<file path="src/rtl/fetch_pc_stage_pkg.sv">
// Shared definitions for the fetch/PC stage: state encoding, reset/NOP constants, IF/ID record, PC adder.
// Latency: n/a (types, constants and a combinational helper only).
// Backpressure: n/a.
package fetch_pc_stage_pkg;

    localparam logic [15:0] RESET_PC_DEF  = 16'h0000;
    localparam logic [15:0] NOP_INSTR_DEF = 16'h0800;

    typedef enum logic [1:0] {
        S_FETCH    = 2'b00,
        S_WAIT_MEM = 2'b01,
        S_HALTED   = 2'b10
    } fetch_state_t;

    // IF/ID pipeline record handed to decode.
    typedef struct packed {
        logic [15:0] instr;
        logic [15:0] pc_plus2;
        logic        valid;
    } ifid_t;

    // 16-bit carry-lookahead adder: four 4-bit groups with group generate/propagate
    // feeding a second-level lookahead for the group carries. Returns {cout, sum}.
    function automatic logic [16:0] cla16(input logic [15:0] a, input logic [15:0] b, input logic cin);
        logic [15:0] g;
        logic [15:0] p;
        logic [15:0] c;
        logic [3:0]  gg;
        logic [3:0]  gp;
        logic [4:0]  gc;
        g = a & b;
        p = a ^ b;
        for (int k = 0; k < 4; k++) begin
            gp[k] = &p[4*k +: 4];
            gg[k] = g[4*k+3]
                  | (p[4*k+3] & g[4*k+2])
                  | (p[4*k+3] & p[4*k+2] & g[4*k+1])
                  | (p[4*k+3] & p[4*k+2] & p[4*k+1] & g[4*k]);
        end
        gc[0] = cin;
        for (int k = 0; k < 4; k++) begin
            gc[k+1] = gg[k] | (gp[k] & gc[k]);
        end
        for (int i = 0; i < 16; i++) begin
            if ((i % 4) == 0) c[i] = gc[i/4];
            else              c[i] = g[i-1] | (p[i-1] & c[i-1]);
        end
        return {gc[4], p ^ c};
    endfunction

endpackage

</file>
<file path="src/rtl/fetch_pc_stage_if.sv">
// Fetch-stage bundle: redirect/stall/halt controls, instruction-memory port, next-PC and IF/ID outputs.
// Latency: n/a (wiring only).
// Backpressure: stall_id holds IF/ID; imem_stall/imem_done pace the memory request.
interface fetch_pc_stage_if;
    logic [15:0] nextpc;
    logic        redirect;
    logic        stall_id;
    logic        halt;
    logic [15:0] imem_instr;
    logic        imem_done;
    logic        imem_stall;
    logic [15:0] imem_addr;
    logic        imem_rd;
    logic [15:0] pc_plus2;
    logic [15:0] ifid_instr;
    logic [15:0] ifid_pc_plus2;
    logic        ifid_valid;
    logic        fetch_busy;

    // master: the fetch stage itself.
    modport master (
        input  nextpc, redirect, stall_id, halt, imem_instr, imem_done, imem_stall,
        output imem_addr, imem_rd, pc_plus2, ifid_instr, ifid_pc_plus2, ifid_valid, fetch_busy
    );

    // slave: the surrounding pipeline/memory.
    modport slave (
        output nextpc, redirect, stall_id, halt, imem_instr, imem_done, imem_stall,
        input  imem_addr, imem_rd, pc_plus2, ifid_instr, ifid_pc_plus2, ifid_valid, fetch_busy
    );
endinterface

</file>
<file path="src/rtl/fetch_pc_stage_pc_reg.sv">
// 16-bit load-enabled register, async active-low reset to RESET_VAL; holds PC and the pending redirect target.
// Latency: 1 cycle from i_d/i_en to o_q.
// Backpressure: none; i_en=0 holds the value.
// Ports: clk, rst (active-low async), i_en, i_d[15:0], o_q[15:0].
module fetch_pc_stage_pc_reg #(
    parameter logic [15:0] RESET_VAL = 16'h0000
) (
    input  logic        clk,
    input  logic        rst,
    input  logic        i_en,
    input  logic [15:0] i_d,
    output logic [15:0] o_q
);

    logic [15:0] r_q;

    always_ff @(posedge clk or negedge rst) begin
        if (!rst)      r_q <= RESET_VAL;
        else if (i_en) r_q <= i_d;
    end

    assign o_q = r_q;

endmodule

</file>
<file path="src/rtl/fetch_pc_stage.sv">
// Architectural PC + IF/ID register: drives imem address, feeds PC+2 to next-PC adder, loads redirect targets.
// Latency: fetched word reaches IF/ID one edge after imem_done; redirect shows on imem_addr the next cycle.
// Backpressure: stall_id holds PC and IF/ID (word is refetched); imem_stall parks in WAIT_MEM with address held.
// Ports: clk, rst (active-low async), io_fetch (fetch_pc_stage_if.master: controls, imem port, IF/ID outputs).
module fetch_pc_stage
    import fetch_pc_stage_pkg::*;
#(
    parameter logic [15:0] RESET_PC  = RESET_PC_DEF,
    parameter logic [15:0] NOP_INSTR = NOP_INSTR_DEF
) (
    input  logic             clk,
    input  logic             rst,
    fetch_pc_stage_if.master io_fetch
);

    fetch_state_t r_state;
    fetch_state_t w_state_nxt;

    logic [15:0] w_pc;
    logic [15:0] w_pc_nxt;
    logic        w_pc_en;
    logic [15:0] w_pc_plus2;
    logic        w_unused_cout;

    logic [15:0] w_pend_pc;
    logic        w_pend_en;
    logic        r_pend_valid;
    logic        w_pend_valid_nxt;
    logic        r_halt_pend;
    logic        w_halt_pend_nxt;

    ifid_t       r_ifid;
    ifid_t       w_ifid_nxt;
    logic        w_ifid_en;
    ifid_t       w_bubble;
    ifid_t       w_fetched;
    logic        w_accept;

    assign {w_unused_cout, w_pc_plus2} = cla16(w_pc, 16'd2, 1'b0);

    assign w_bubble  = '{instr: NOP_INSTR, pc_plus2: 16'h0000, valid: 1'b0};
    assign w_fetched = '{instr: io_fetch.imem_instr, pc_plus2: w_pc_plus2, valid: 1'b1};

    // A word is only taken in FETCH when memory both returns it and is not busy.
    assign w_accept = io_fetch.imem_done & ~io_fetch.imem_stall;

    fetch_pc_stage_pc_reg #(.RESET_VAL(RESET_PC)) u_pc (
        .clk  (clk),
        .rst  (rst),
        .i_en (w_pc_en),
        .i_d  (w_pc_nxt),
        .o_q  (w_pc)
    );

    // Redirect seen while a fetch is outstanding; the latest one wins.
    fetch_pc_stage_pc_reg #(.RESET_VAL(RESET_PC)) u_pend_pc (
        .clk  (clk),
        .rst  (rst),
        .i_en (w_pend_en),
        .i_d  (io_fetch.nextpc),
        .o_q  (w_pend_pc)
    );

    always_ff @(posedge clk or negedge rst) begin
        if (!rst) begin
            r_state      <= S_FETCH;
            r_pend_valid <= 1'b0;
            r_halt_pend  <= 1'b0;
        end else begin
            r_state      <= w_state_nxt;
            r_pend_valid <= w_pend_valid_nxt;
            r_halt_pend  <= w_halt_pend_nxt;
        end
    end

    always_ff @(posedge clk or negedge rst) begin
        if (!rst)           r_ifid <= '{instr: NOP_INSTR, pc_plus2: 16'h0000, valid: 1'b0};
        else if (w_ifid_en) r_ifid <= w_ifid_nxt;
    end

    // Any cycle that delivers no instruction injects a bubble unless decode is
    // stalled, in which case IF/ID keeps what decode has not yet consumed.
    always_comb begin
        w_state_nxt      = r_state;
        w_pc_en          = 1'b0;
        w_pc_nxt         = w_pc_plus2;
        w_pend_en        = 1'b0;
        w_pend_valid_nxt = r_pend_valid;
        w_halt_pend_nxt  = r_halt_pend;
        w_ifid_en        = 1'b0;
        w_ifid_nxt       = w_bubble;

        case (r_state)
            S_FETCH: begin
                if (io_fetch.halt) begin
                    w_state_nxt = S_HALTED;
                    w_ifid_en   = 1'b1;
                end else if (io_fetch.redirect) begin
                    w_pc_en   = 1'b1;
                    w_pc_nxt  = io_fetch.nextpc;
                    w_ifid_en = 1'b1;
                end else if (w_accept) begin
                    if (!io_fetch.stall_id) begin
                        w_pc_en    = 1'b1;
                        w_ifid_en  = 1'b1;
                        w_ifid_nxt = w_fetched;
                    end
                end else begin
                    w_state_nxt = S_WAIT_MEM;
                    w_ifid_en   = ~io_fetch.stall_id;
                end
            end

            S_WAIT_MEM: begin
                // Halt cannot abandon a request the memory has already taken:
                // remember it, let the access finish, then drop the word.
                if (io_fetch.halt || r_halt_pend) begin
                    if (io_fetch.imem_done) begin
                        w_state_nxt      = S_HALTED;
                        w_halt_pend_nxt  = 1'b0;
                        w_pend_valid_nxt = 1'b0;
                        w_ifid_en        = 1'b1;
                    end else begin
                        w_halt_pend_nxt = 1'b1;
                        w_ifid_en       = ~io_fetch.stall_id;
                    end
                end else if (io_fetch.imem_done) begin
                    w_state_nxt = S_FETCH;
                    if (io_fetch.redirect || r_pend_valid) begin
                        w_pc_en          = 1'b1;
                        w_pc_nxt         = io_fetch.redirect ? io_fetch.nextpc : w_pend_pc;
                        w_pend_valid_nxt = 1'b0;
                        w_ifid_en        = 1'b1;
                    end else if (!io_fetch.stall_id) begin
                        w_pc_en    = 1'b1;
                        w_ifid_en  = 1'b1;
                        w_ifid_nxt = w_fetched;
                    end
                end else begin
                    if (io_fetch.redirect) begin
                        w_pend_en        = 1'b1;
                        w_pend_valid_nxt = 1'b1;
                    end
                    w_ifid_en = ~io_fetch.stall_id;
                end
            end

            S_HALTED: begin
                w_ifid_en = 1'b1;
            end

            default: begin
                w_state_nxt = S_FETCH;
            end
        endcase
    end

    assign io_fetch.imem_addr     = w_pc;
    // Gated by rst so no request escapes while reset is held.
    assign io_fetch.imem_rd       = rst & (r_state != S_HALTED);
    assign io_fetch.pc_plus2      = w_pc_plus2;
    assign io_fetch.ifid_instr    = r_ifid.instr;
    assign io_fetch.ifid_pc_plus2 = r_ifid.pc_plus2;
    assign io_fetch.ifid_valid    = r_ifid.valid;
    assign io_fetch.fetch_busy    = (r_state == S_WAIT_MEM);

endmodule

</file>
<file path="src/flat_wrapper.sv">
// flat-port wrapper written by rule: the top's interface ports become plain ports
module fetch_pc_stage_flat import fetch_pc_stage_pkg::*;
#(
    parameter logic [15:0] RESET_PC  = RESET_PC_DEF,
    parameter logic [15:0] NOP_INSTR = NOP_INSTR_DEF
)
  (clk, rst, io_fetch_nextpc, io_fetch_redirect, io_fetch_stall_id, io_fetch_halt, io_fetch_imem_instr, io_fetch_imem_done, io_fetch_imem_stall, io_fetch_imem_addr, io_fetch_imem_rd, io_fetch_pc_plus2, io_fetch_ifid_instr, io_fetch_ifid_pc_plus2, io_fetch_ifid_valid, io_fetch_fetch_busy);
  fetch_pc_stage_if io_fetch_i ();
  input  logic clk;
  input  logic rst;
  input wire logic [$bits(io_fetch_i.nextpc)-1:0] io_fetch_nextpc;
  input wire logic [$bits(io_fetch_i.redirect)-1:0] io_fetch_redirect;
  input wire logic [$bits(io_fetch_i.stall_id)-1:0] io_fetch_stall_id;
  input wire logic [$bits(io_fetch_i.halt)-1:0] io_fetch_halt;
  input wire logic [$bits(io_fetch_i.imem_instr)-1:0] io_fetch_imem_instr;
  input wire logic [$bits(io_fetch_i.imem_done)-1:0] io_fetch_imem_done;
  input wire logic [$bits(io_fetch_i.imem_stall)-1:0] io_fetch_imem_stall;
  output wire logic [$bits(io_fetch_i.imem_addr)-1:0] io_fetch_imem_addr;
  output wire logic [$bits(io_fetch_i.imem_rd)-1:0] io_fetch_imem_rd;
  output wire logic [$bits(io_fetch_i.pc_plus2)-1:0] io_fetch_pc_plus2;
  output wire logic [$bits(io_fetch_i.ifid_instr)-1:0] io_fetch_ifid_instr;
  output wire logic [$bits(io_fetch_i.ifid_pc_plus2)-1:0] io_fetch_ifid_pc_plus2;
  output wire logic [$bits(io_fetch_i.ifid_valid)-1:0] io_fetch_ifid_valid;
  output wire logic [$bits(io_fetch_i.fetch_busy)-1:0] io_fetch_fetch_busy;
  assign io_fetch_i.nextpc = io_fetch_nextpc;
  assign io_fetch_i.redirect = io_fetch_redirect;
  assign io_fetch_i.stall_id = io_fetch_stall_id;
  assign io_fetch_i.halt = io_fetch_halt;
  assign io_fetch_i.imem_instr = io_fetch_imem_instr;
  assign io_fetch_i.imem_done = io_fetch_imem_done;
  assign io_fetch_i.imem_stall = io_fetch_imem_stall;
  assign io_fetch_imem_addr = io_fetch_i.imem_addr;
  assign io_fetch_imem_rd = io_fetch_i.imem_rd;
  assign io_fetch_pc_plus2 = io_fetch_i.pc_plus2;
  assign io_fetch_ifid_instr = io_fetch_i.ifid_instr;
  assign io_fetch_ifid_pc_plus2 = io_fetch_i.ifid_pc_plus2;
  assign io_fetch_ifid_valid = io_fetch_i.ifid_valid;
  assign io_fetch_fetch_busy = io_fetch_i.fetch_busy;
  fetch_pc_stage #(.RESET_PC(RESET_PC), .NOP_INSTR(NOP_INSTR)) u_core (.clk(clk), .rst(rst), .io_fetch(io_fetch_i));
endmodule
</file>
<file path="config.mk">
export PLATFORM = sky130hd
export DESIGN_NAME = fetch_pc_stage_flat
export DESIGN_NICKNAME = d
export VERILOG_FILES = /design/src/rtl/fetch_pc_stage_pkg.sv /design/src/rtl/fetch_pc_stage_if.sv /design/src/rtl/fetch_pc_stage_pc_reg.sv /design/src/rtl/fetch_pc_stage.sv /design/src/flat_wrapper.sv
export SDC_FILE = /design/constraint.sdc
export NUM_CORES = 1
export LEC_CHECK = 0
export BUFFER_PORTS_ARGS = -buffer_cell sky130_fd_sc_hd__buf_2
export CAP_MARGIN = 5
export CORE_ASPECT_RATIO = 0.8
export CORE_UTILIZATION = 54
export DETAILED_ROUTE_END_ITERATION = 10
export PLACE_DENSITY = 0.81
export SLEW_MARGIN = 15
export SYNTH_ARGS = -nofsm -noshare
export SYNTH_HDL_FRONTEND = slang
export SYNTH_HIERARCHICAL = 1
export SYNTH_SLANG_ARGS = --single-unit
</file>
<file path="constraint.sdc">
create_clock -name clk -period 2.9 [get_ports clk]
set_input_delay 0.435 -clock clk [delete_from_list [all_inputs] [get_ports clk]]
set_output_delay 0.435 -clock clk [all_outputs]
set_load 0.02 [all_outputs]
</file>
## After elaboration in Yosys (flattened, before gate mapping)

Index checks and enable logic that the tools add are counted.

| storage, ports and cells | value |
|---|---|
| flip-flop bits (word level) | 69 |
| input bits | 39 |
| output and inout port bits | 67 |
| logic and storage cells | 93 |

| operators by class | value |
|---|---|
| equal/unequal tests | 8 |
| muxes and demuxes | 47 |
| bitwise gates (word level) | 21 |
| reductions and logical operators | 9 |

Operators with widths:

| operator | number |
|---|---|
| 33-bit 2-to-1 mux | 7 |
| 16-bit 2-to-1 mux | 6 |
| 33-bit case mux with 2 select lines | 1 |
| 16-bit case mux with 2 select lines | 1 |
| 1-bit 2-to-1 mux | 23 |
| 1-bit AND | 16 |
| 4-bit AND reduction | 4 |
| 16-bit XOR | 1 |
| 2-bit 2-to-1 mux | 6 |
| 2-bit inequality test, second input constant | 3 |
| 3-bit inequality test, second input constant | 2 |
| 2-bit case mux with 3 select lines | 1 |
| 1-bit NOT | 4 |
| 3-bit by 1-bit inequality test with 1-bit output, second input constant | 1 |
| 1-bit case mux with 3 select lines | 1 |
| 2-bit by 1-bit equality test with 1-bit output, second input constant | 1 |
| 2-bit equality test, second input constant | 1 |
| 2-bit zero test | 1 |
| 1-bit logical OR | 2 |
| 1-bit case mux with 2 select lines | 1 |
| 2-bit AND reduction | 1 |
| 2-bit nonzero test | 1 |

## Depth between registers and ports, before layout

| logic depth | value |
|---|---|
| word-level depth | 13 |
| mapped depth | 9 |
| mapped depth without buffers | 9 |

## Hierarchy

The synthesis kept the hierarchy.

Modules (own cells, without submodules):

| module | instances | cells an instance | area an instance (µm²) | sequential area each (µm²) |
|---|---|---|---|---|
| fetch_pc_stage | 1 | 303 | 2851.5 | 927.1 |
| fetch_pc_stage_pc_reg | 2 | 34 | 649.4 | 400.4 |

## Worst setup path before layout

OpenSTA, ideal clock, no wires.

| path | value |
|---|---|
| kind | register to register |
| from | reg u_core.u_pc.r_q[1] (netlist: u_core/u_pc/o_q[1]) |
| to | reg u_core.u_pc.r_q[14] (netlist: u_core/u_pc/o_q[14]) |
| library setup time | 0.065 ns |
| arrival | 2.280 ns |
| data required time | 2.835 ns |
| path slack | 0.556 ns |
| cell stages (with the launch flop) | 10 |
| path buffers | 0 |
| period minus slack after synthesis | 2.344 ns |
| cell sequence | dfrtp_1 nand3_1 nor3_1 ha_1 ha_1 ha_1 inv_1 mux2_1 a222oi_1 mux2_4 |

| between the ends | value |
|---|---|
| longest elaborated chain between the ends | 10 |
| elaborated cells on any way between the ends | 12 |
| those cells by class | mux (6); bitwise (6) |

Ends and longest elaborated chain:

| item | RTL line | text |
|---|---|---|
| start: declaration | fetch_pc_stage_pc_reg.sv:15 | `logic [15:0] r_q;` |
| start signal: assignment | fetch_pc_stage_pc_reg.sv:19 | `else if (i_en) r_q <= i_d;` |
| 1-bit AND (*) | fetch_pc_stage_pkg.sv:37 | `\| (p[4*k+3] & p[4*k+2] & g[4*k+1])` |
| 1-bit AND (*) (2 in a row) | fetch_pc_stage_pkg.sv:42 | `gc[k+1] = gg[k] \| (gp[k] & gc[k]);` |
| 1-bit AND (*) (2 in a row) | fetch_pc_stage_pkg.sv:46 | `else c[i] = g[i-1] \| (p[i-1] & c[i-1]);` |
| 16-bit XOR (*) | fetch_pc_stage_pkg.sv:48 | `return {gc[4], p ^ c};` |
| named net io_fetch_pc_plus2[14] | flat_wrapper.sv:20 | `output wire logic [$bits(io_fetch_i.pc_plus2)-1:0] io_fetch_pc_plus2;` |
| 16-bit 2-to-1 mux | fetch_pc_stage.sv:129 | `if (io_fetch.redirect \|\| r_pend_valid) begin` |
| 16-bit 2-to-1 mux | fetch_pc_stage.sv:127 | `end else if (io_fetch.imem_done) begin` |
| 16-bit 2-to-1 mux | fetch_pc_stage.sv:117 | `if (io_fetch.halt \|\| r_halt_pend) begin` |
| 16-bit case mux with 2 select lines (*) | fetch_pc_stage.sv:93 | `case (r_state)` |
| named net u_core.w_pc_nxt[14] | fetch_pc_stage.sv:20 | `logic [15:0] w_pc_nxt;` |

The timed path passes the listed nets; every way through them passes the cells marked *.
A chain may end at the register's enable or synchronous reset.

## Worst setup path in the final report

| path | value |
|---|---|
| from | reg u_core.u_pc.r_q[1] (netlist: u_core/u_pc/o_q[1]) |
| to | out io_fetch_pc_plus2[7] |

| between the ends | value |
|---|---|
| longest elaborated chain between the ends | 5 |

Ends and longest elaborated chain:

| item | RTL line |
|---|---|
| 1-bit AND | fetch_pc_stage_pkg.sv:37 |
| 1-bit AND (3 in a row) | fetch_pc_stage_pkg.sv:46 |
| 16-bit XOR | fetch_pc_stage_pkg.sv:48 |
| end: declaration | flat_wrapper.sv:20 |

Every way passes these cells.

==> tab_implementation.tex <==
\begin{tabular}{lr}
\hline
Metric & Value \\
\hline
\multicolumn{2}{l}{\textbf{Worst setup path}} \\
\quad Start-to-end type of the worst setup path & register to output port \\
\quad Beginning of the critical path & u\_core/u\_pc/o\_q[1] \\
\quad Worst R2R End & u\_core/u\_pc/o\_q[14] \\
\quad Data required time at the worst endpoint & 2470 ps \\
\quad Reg-to-reg slack, setup & 580 ps \\
\quad Sort of element at the start of the critical path & register \\
\quad Dominant delay contributor by cell family on the critical path & adder cells \\
\quad Endpoint class of the critical path & output port \\
\quad Bufs and invs on worst path & 3 \\
\quad CP Max Fanout & 5 \\
\quad Critical path endpoint & io\_fetch\_pc\_plus2[7] \\
\quad CP Cell Sequence & nand3\_1 -> inv\_1 -> ha\_1 -> ha\_1 -> ha\_1 -> xnor2\_1 -> inv\_1 -> buf\_2 \\
\quad Worst-path cell with the longest stage delay & sky130\_fd\_sc\_hd\_\_dfrtp\_1 \\
\quad Most Frequent Cell on Critical Path & sky130\_fd\_sc\_hd\_\_ha\_1 \\
\quad Worst r2r src & u\_core/u\_pc/o\_q[1] \\
\quad Worst-case reg-to-reg path depth & 9 \\
\quad Arrival time worst endpoint & 2120 ps \\
\quad Number of logic stages on the critical path including buffering & 8 \\
\quad Largest stage delay, worst path & 430 ps \\
\multicolumn{2}{l}{\textbf{Clock network}} \\
\quad TritonCTS clock tree & yes \\
\quad CTS Hold Buffers Added & 0 \\
\quad Number of setup buffers added after CTS & 0 \\
\quad Inserted Clock Buffers & 9 \\
\quad Skew-Pair Late Insertion Delay & 350 ps \\
\quad Clock transition at the registers of the reported paths & 70 ps \\
\quad Root buffer cell & sky130\_fd\_sc\_hd\_\_clkbuf\_8 \\
\quad Number of H-tree levels & 3 \\
\quad Buffer levels on the longest clock path & 2 \\
\quad Number of clock sinks seen by CTS & 69 \\
\quad PostCTS Resize Cnt & 0 \\
\multicolumn{2}{l}{\textbf{Place}} \\
\quad Worst slack at placement & 644 ps \\
\quad Number of buffer cells added on primary ports & 105 \\
\quad Half-perimeter wire length after placement & 7650 um \\
\quad GP Congestion & 0.886 \\
\multicolumn{2}{l}{\textbf{Cells and area}} \\
\quad Util after Layout & 66.6\% \\
\quad Leading cell type in the layout, fill and taps excluded & sky130\_fd\_sc\_hd\_\_buf\_2 \\
\quad Most frequent cells in the layout & sky130\_fd\_sc\_hd\_\_buf\_2, sky130\_fd\_sc\_hd\_\_dfrtp\_1, sky130\_fd\_sc\_hd\_\_inv\_1, sky130\_fd\_sc\_hd\_\_mux2\_4 \\
\quad Share of cells above drive strength 1 & 40.4\% \\
\quad Growth of design area from synthesis to finish & 19.2\% \\
\quad Post-layout nets & 517 \\
\multicolumn{2}{l}{\textbf{Floorplanning}} \\
\quad Initial cell density of the core & 55.9\% \\
\quad I/O pin count & 106 \\
\quad Die area & 8040 um\^{}2 \\
\quad Core Area & 7430 um\^{}2 \\
\quad Horiz. Die Dim & 100 um \\
\quad Die height & 80.4 um \\
\quad Standard-cell row count & 28 \\
\multicolumn{2}{l}{\textbf{Worst hold path}} \\
\quad Kind of path behind the tightest hold check & input pin to register \\
\multicolumn{2}{l}{\textbf{Logic synthesis}} \\
\quad Netlist cell types & 53 \\
\quad Largest cells by area after synthesis & sky130\_fd\_sc\_hd\_\_dfrtp\_1, sky130\_fd\_sc\_hd\_\_mux2\_4, sky130\_fd\_sc\_hd\_\_inv\_1 \\
\quad Number of warnings issued by yosys & 6 \\
\quad Average size of a mapped cell & 11.2 um\^{}2 \\
\quad Sequential cell area fraction in the yosys report & 41.6\% \\
\quad Top flip-flop cell by instance count after synthesis & sky130\_fd\_sc\_hd\_\_dfrtp\_1 \\
\quad Area of the mapped netlist & 4150 um\^{}2 \\
\quad Share of synthesized flip-flops with an asynchronous set or reset & 100\% \\
\quad Post-synthesis cell count & 371 \\
\quad Number of enable flip-flop cells after synthesis & 0 \\
\quad Area fraction of the dominant cell type after synthesis & 41.0\% \\
\quad Post-Synthesis Net Count & 420 \\
\quad Largest area contributor in the synthesized netlist & sky130\_fd\_sc\_hd\_\_dfrtp\_1 \\
\quad Total of flip-flops plus latches after synthesis & 69 \\
\multicolumn{2}{l}{\textbf{Power and ir drop}} \\
\quad Cell-internal power & 0.00185 W \\
\quad Fraction of power consumed by sequential logic & 39.8\% \\
\quad Share of total power consumed by net switching & 31.2\% \\
\quad Switching component of the power & 0.000837 W \\
\quad Peak supply drop & 329 uV \\
\quad Combinational group share of total power & 25.1\% \\
\quad Proportion of power drawn by the clock network & 35.1\% \\
\quad Total power per unit cell area & 542 nW/um\^{}2 \\
\quad Lkg Pwr & 2.37 nW \\
\multicolumn{2}{l}{\textbf{Routing}} \\
\quad Via count of the routed design & 3,503 \\
\quad DR iter-0 viols & 408 \\
\quad Number of vias per cell & 6.05 \\
\quad WL final & 10,800 um \\
\quad Uppermost signal routing layer after detailed routing & met4 \\
\quad ANT nets after route & 0 \\
\quad DRC violations left & 0 \\
\quad Mean routed wirelength per cell & 18.7 um \\
\quad Met3 wire len & 847 um \\
\quad Met1 wire length & 4890 um \\
\quad Length of the first detailed-routing pass in iterations & 5 \\
\quad Met2 Routed Length & 4730 um \\
\multicolumn{2}{l}{\textbf{GRT}} \\
\quad Wire length of the first global-routing pass & 17,100 um \\
\quad Remaining global-route overflow & 0 \\
\quad Pin count of the biggest net entering global routing & 70 \\
\quad Vias in the first global route & 3,293 \\
\quad Antenna violations before repair & 1 \\
\quad GRT Overall Usage & 28.0\% \\
\multicolumn{2}{l}{\textbf{Timing}} \\
\quad Final worst slack & 341 ps \\
\quad Aggregate negative setup slack & 0 ps \\
\quad Unrepaired setup endpoints after global routing & no \\
\quad Fin Clk Skew & 9.91 ps \\
\quad Fin. max-slew vios & 0 \\
\quad Worst max-slew margin expressed relative to the limit & 38.9\% \\
\quad Period utilization & 88.2\% \\
\quad Clock period minus worst slack & 2560 ps \\
\quad Final hold vios & 0 \\
\quad Max Clock Freq & 391 MHz \\
\quad Slew of the pin with the lowest slew margin & 913 ps \\
\quad Endpoints failing setup & 0 \\
\multicolumn{2}{l}{\textbf{Flow run}} \\
\quad Count of max-cap constraint violations & 0 \\
\multicolumn{2}{l}{\textbf{Status}} \\
\quad Result of the run & finished clean \\
\hline
\end{tabular}
==> per-layer routing <==
layer	up-vias	track usage [%]
li1	1593	-
met1	1717	39.4
met2	165	39.4
met3	28	8.27
met4	0	13.2
met5	-	0
==> synthesized netlist by cell type, drive strengths merged, types with 3 or more instances <==
| cell type | instances |
|---|---|
| nor3b | 3 |
| o211ai | 6 |
| xnor2 | 3 |
| nor2 | 12 |
| inv | 53 |
| nand4 | 6 |
| a21oi | 14 |
| buf | 23 |
| dfrtp | 68 |
| mux2i | 12 |
| o32ai | 15 |
| clkbuf | 10 |
| o2111ai | 17 |
| o311ai | 14 |
| ha | 10 |
| nand2b | 3 |
| nor4bb | 12 |
| nor3 | 4 |
| o31ai | 17 |
| o221ai | 11 |
| or2 | 3 |
| mux2 | 33 |
| o21ai | 4 |
==> kinds of logic after synthesis <==
family | after synthesis | share of synthesized area [%]
AO/OA/AOI/OAI | 106 | 21.5
buffers and inverters | 86 | 10.2
flip-flops | 69 | 41.6
AND/OR/NAND/NOR | 51 | 9.20
multiplexers | 45 | 13.7
adder cells (fa/ha/maj) | 10 | 3.01
XOR/XNOR | 4 | 0.844
==> worst min path at each step <==
stage	slack (ps)	cells past startpoint	to	start
after global placement	490	1	u_core/u_pend_pc/o_q[1]	u_core/u_pend_pc/o_q[1]
after detailed placement	490	1	u_core/u_pend_pc/o_q[0]	u_core/u_pend_pc/o_q[0]
after floorplan	140	0	u_core/io_fetch.ifid_instr[0]	rst
final	320	3	u_core/io_fetch.ifid_instr[7]	io_fetch_imem_instr[7]
after CTS	320	3	u_core/io_fetch.ifid_instr[7]	io_fetch_imem_instr[7]
after global routing	310	3	u_core/io_fetch.ifid_instr[7]	io_fetch_imem_instr[7]
==> power groups by stage <==
stage	Combinational, W	Clock, W	Sequential [W]
final	0.000673	0.000941	0.00107
after global routing	0.000718	0.00101	0.00108
after CTS	0.000667	0.000961	0.00107
after detailed placement	0.000664	0	0.00109
after global placement	0.000651	0	0.00108
after floorplan	0.000384	0	0.00112
==> state kept, by name, summed over array words and instances, names as in the netlist <==
name / count
u_core/io_fetch.ifid_instr: 16
u_core/io_fetch.ifid_pc_plus2: 16
u_core/io_fetch.ifid_valid: 1
u_core/r_halt_pend: 1
u_core/r_pend_valid: 1
u_core/r_state: 2
u_core/u_pc/o_q: 16
u_core/u_pend_pc/o_q: 16
==> through the flow <==
stage	power, W	instances	cell area [um^2]	hold WS [ps]
global route	0.00280	578	4940	309
global placement	0.00173	562	4700	490
CTS	0.00270	578	4940	316
floorplan	0.00151	371	4150	139
detailed placement	0.00175	562	4700	495
finish	0.00268	579	4950	322
==> final cells by class <==
cell class	instances	area, um^2
antenna	1	2.50
clock inverter	6	113
timing repair buffer	119	631
inverter	53	199
clock buffer	10	128
fill	561	2480
tap	105	131
sequential	69	1730
multi-input combinational	216	2020
==> worst register-to-register path: stages (launching register included) <==
cell	delay, ps
sky130_fd_sc_hd__dfrtp_1	430
sky130_fd_sc_hd__nand3_1	160
sky130_fd_sc_hd__nor3_1	80
sky130_fd_sc_hd__ha_1	190
sky130_fd_sc_hd__ha_1	180
sky130_fd_sc_hd__ha_1	330
sky130_fd_sc_hd__inv_1	80
sky130_fd_sc_hd__mux2_1	290
sky130_fd_sc_hd__a222oi_1	330
sky130_fd_sc_hd__mux2_4	200
No activity file was read; power rests on OpenSTA's default activity.
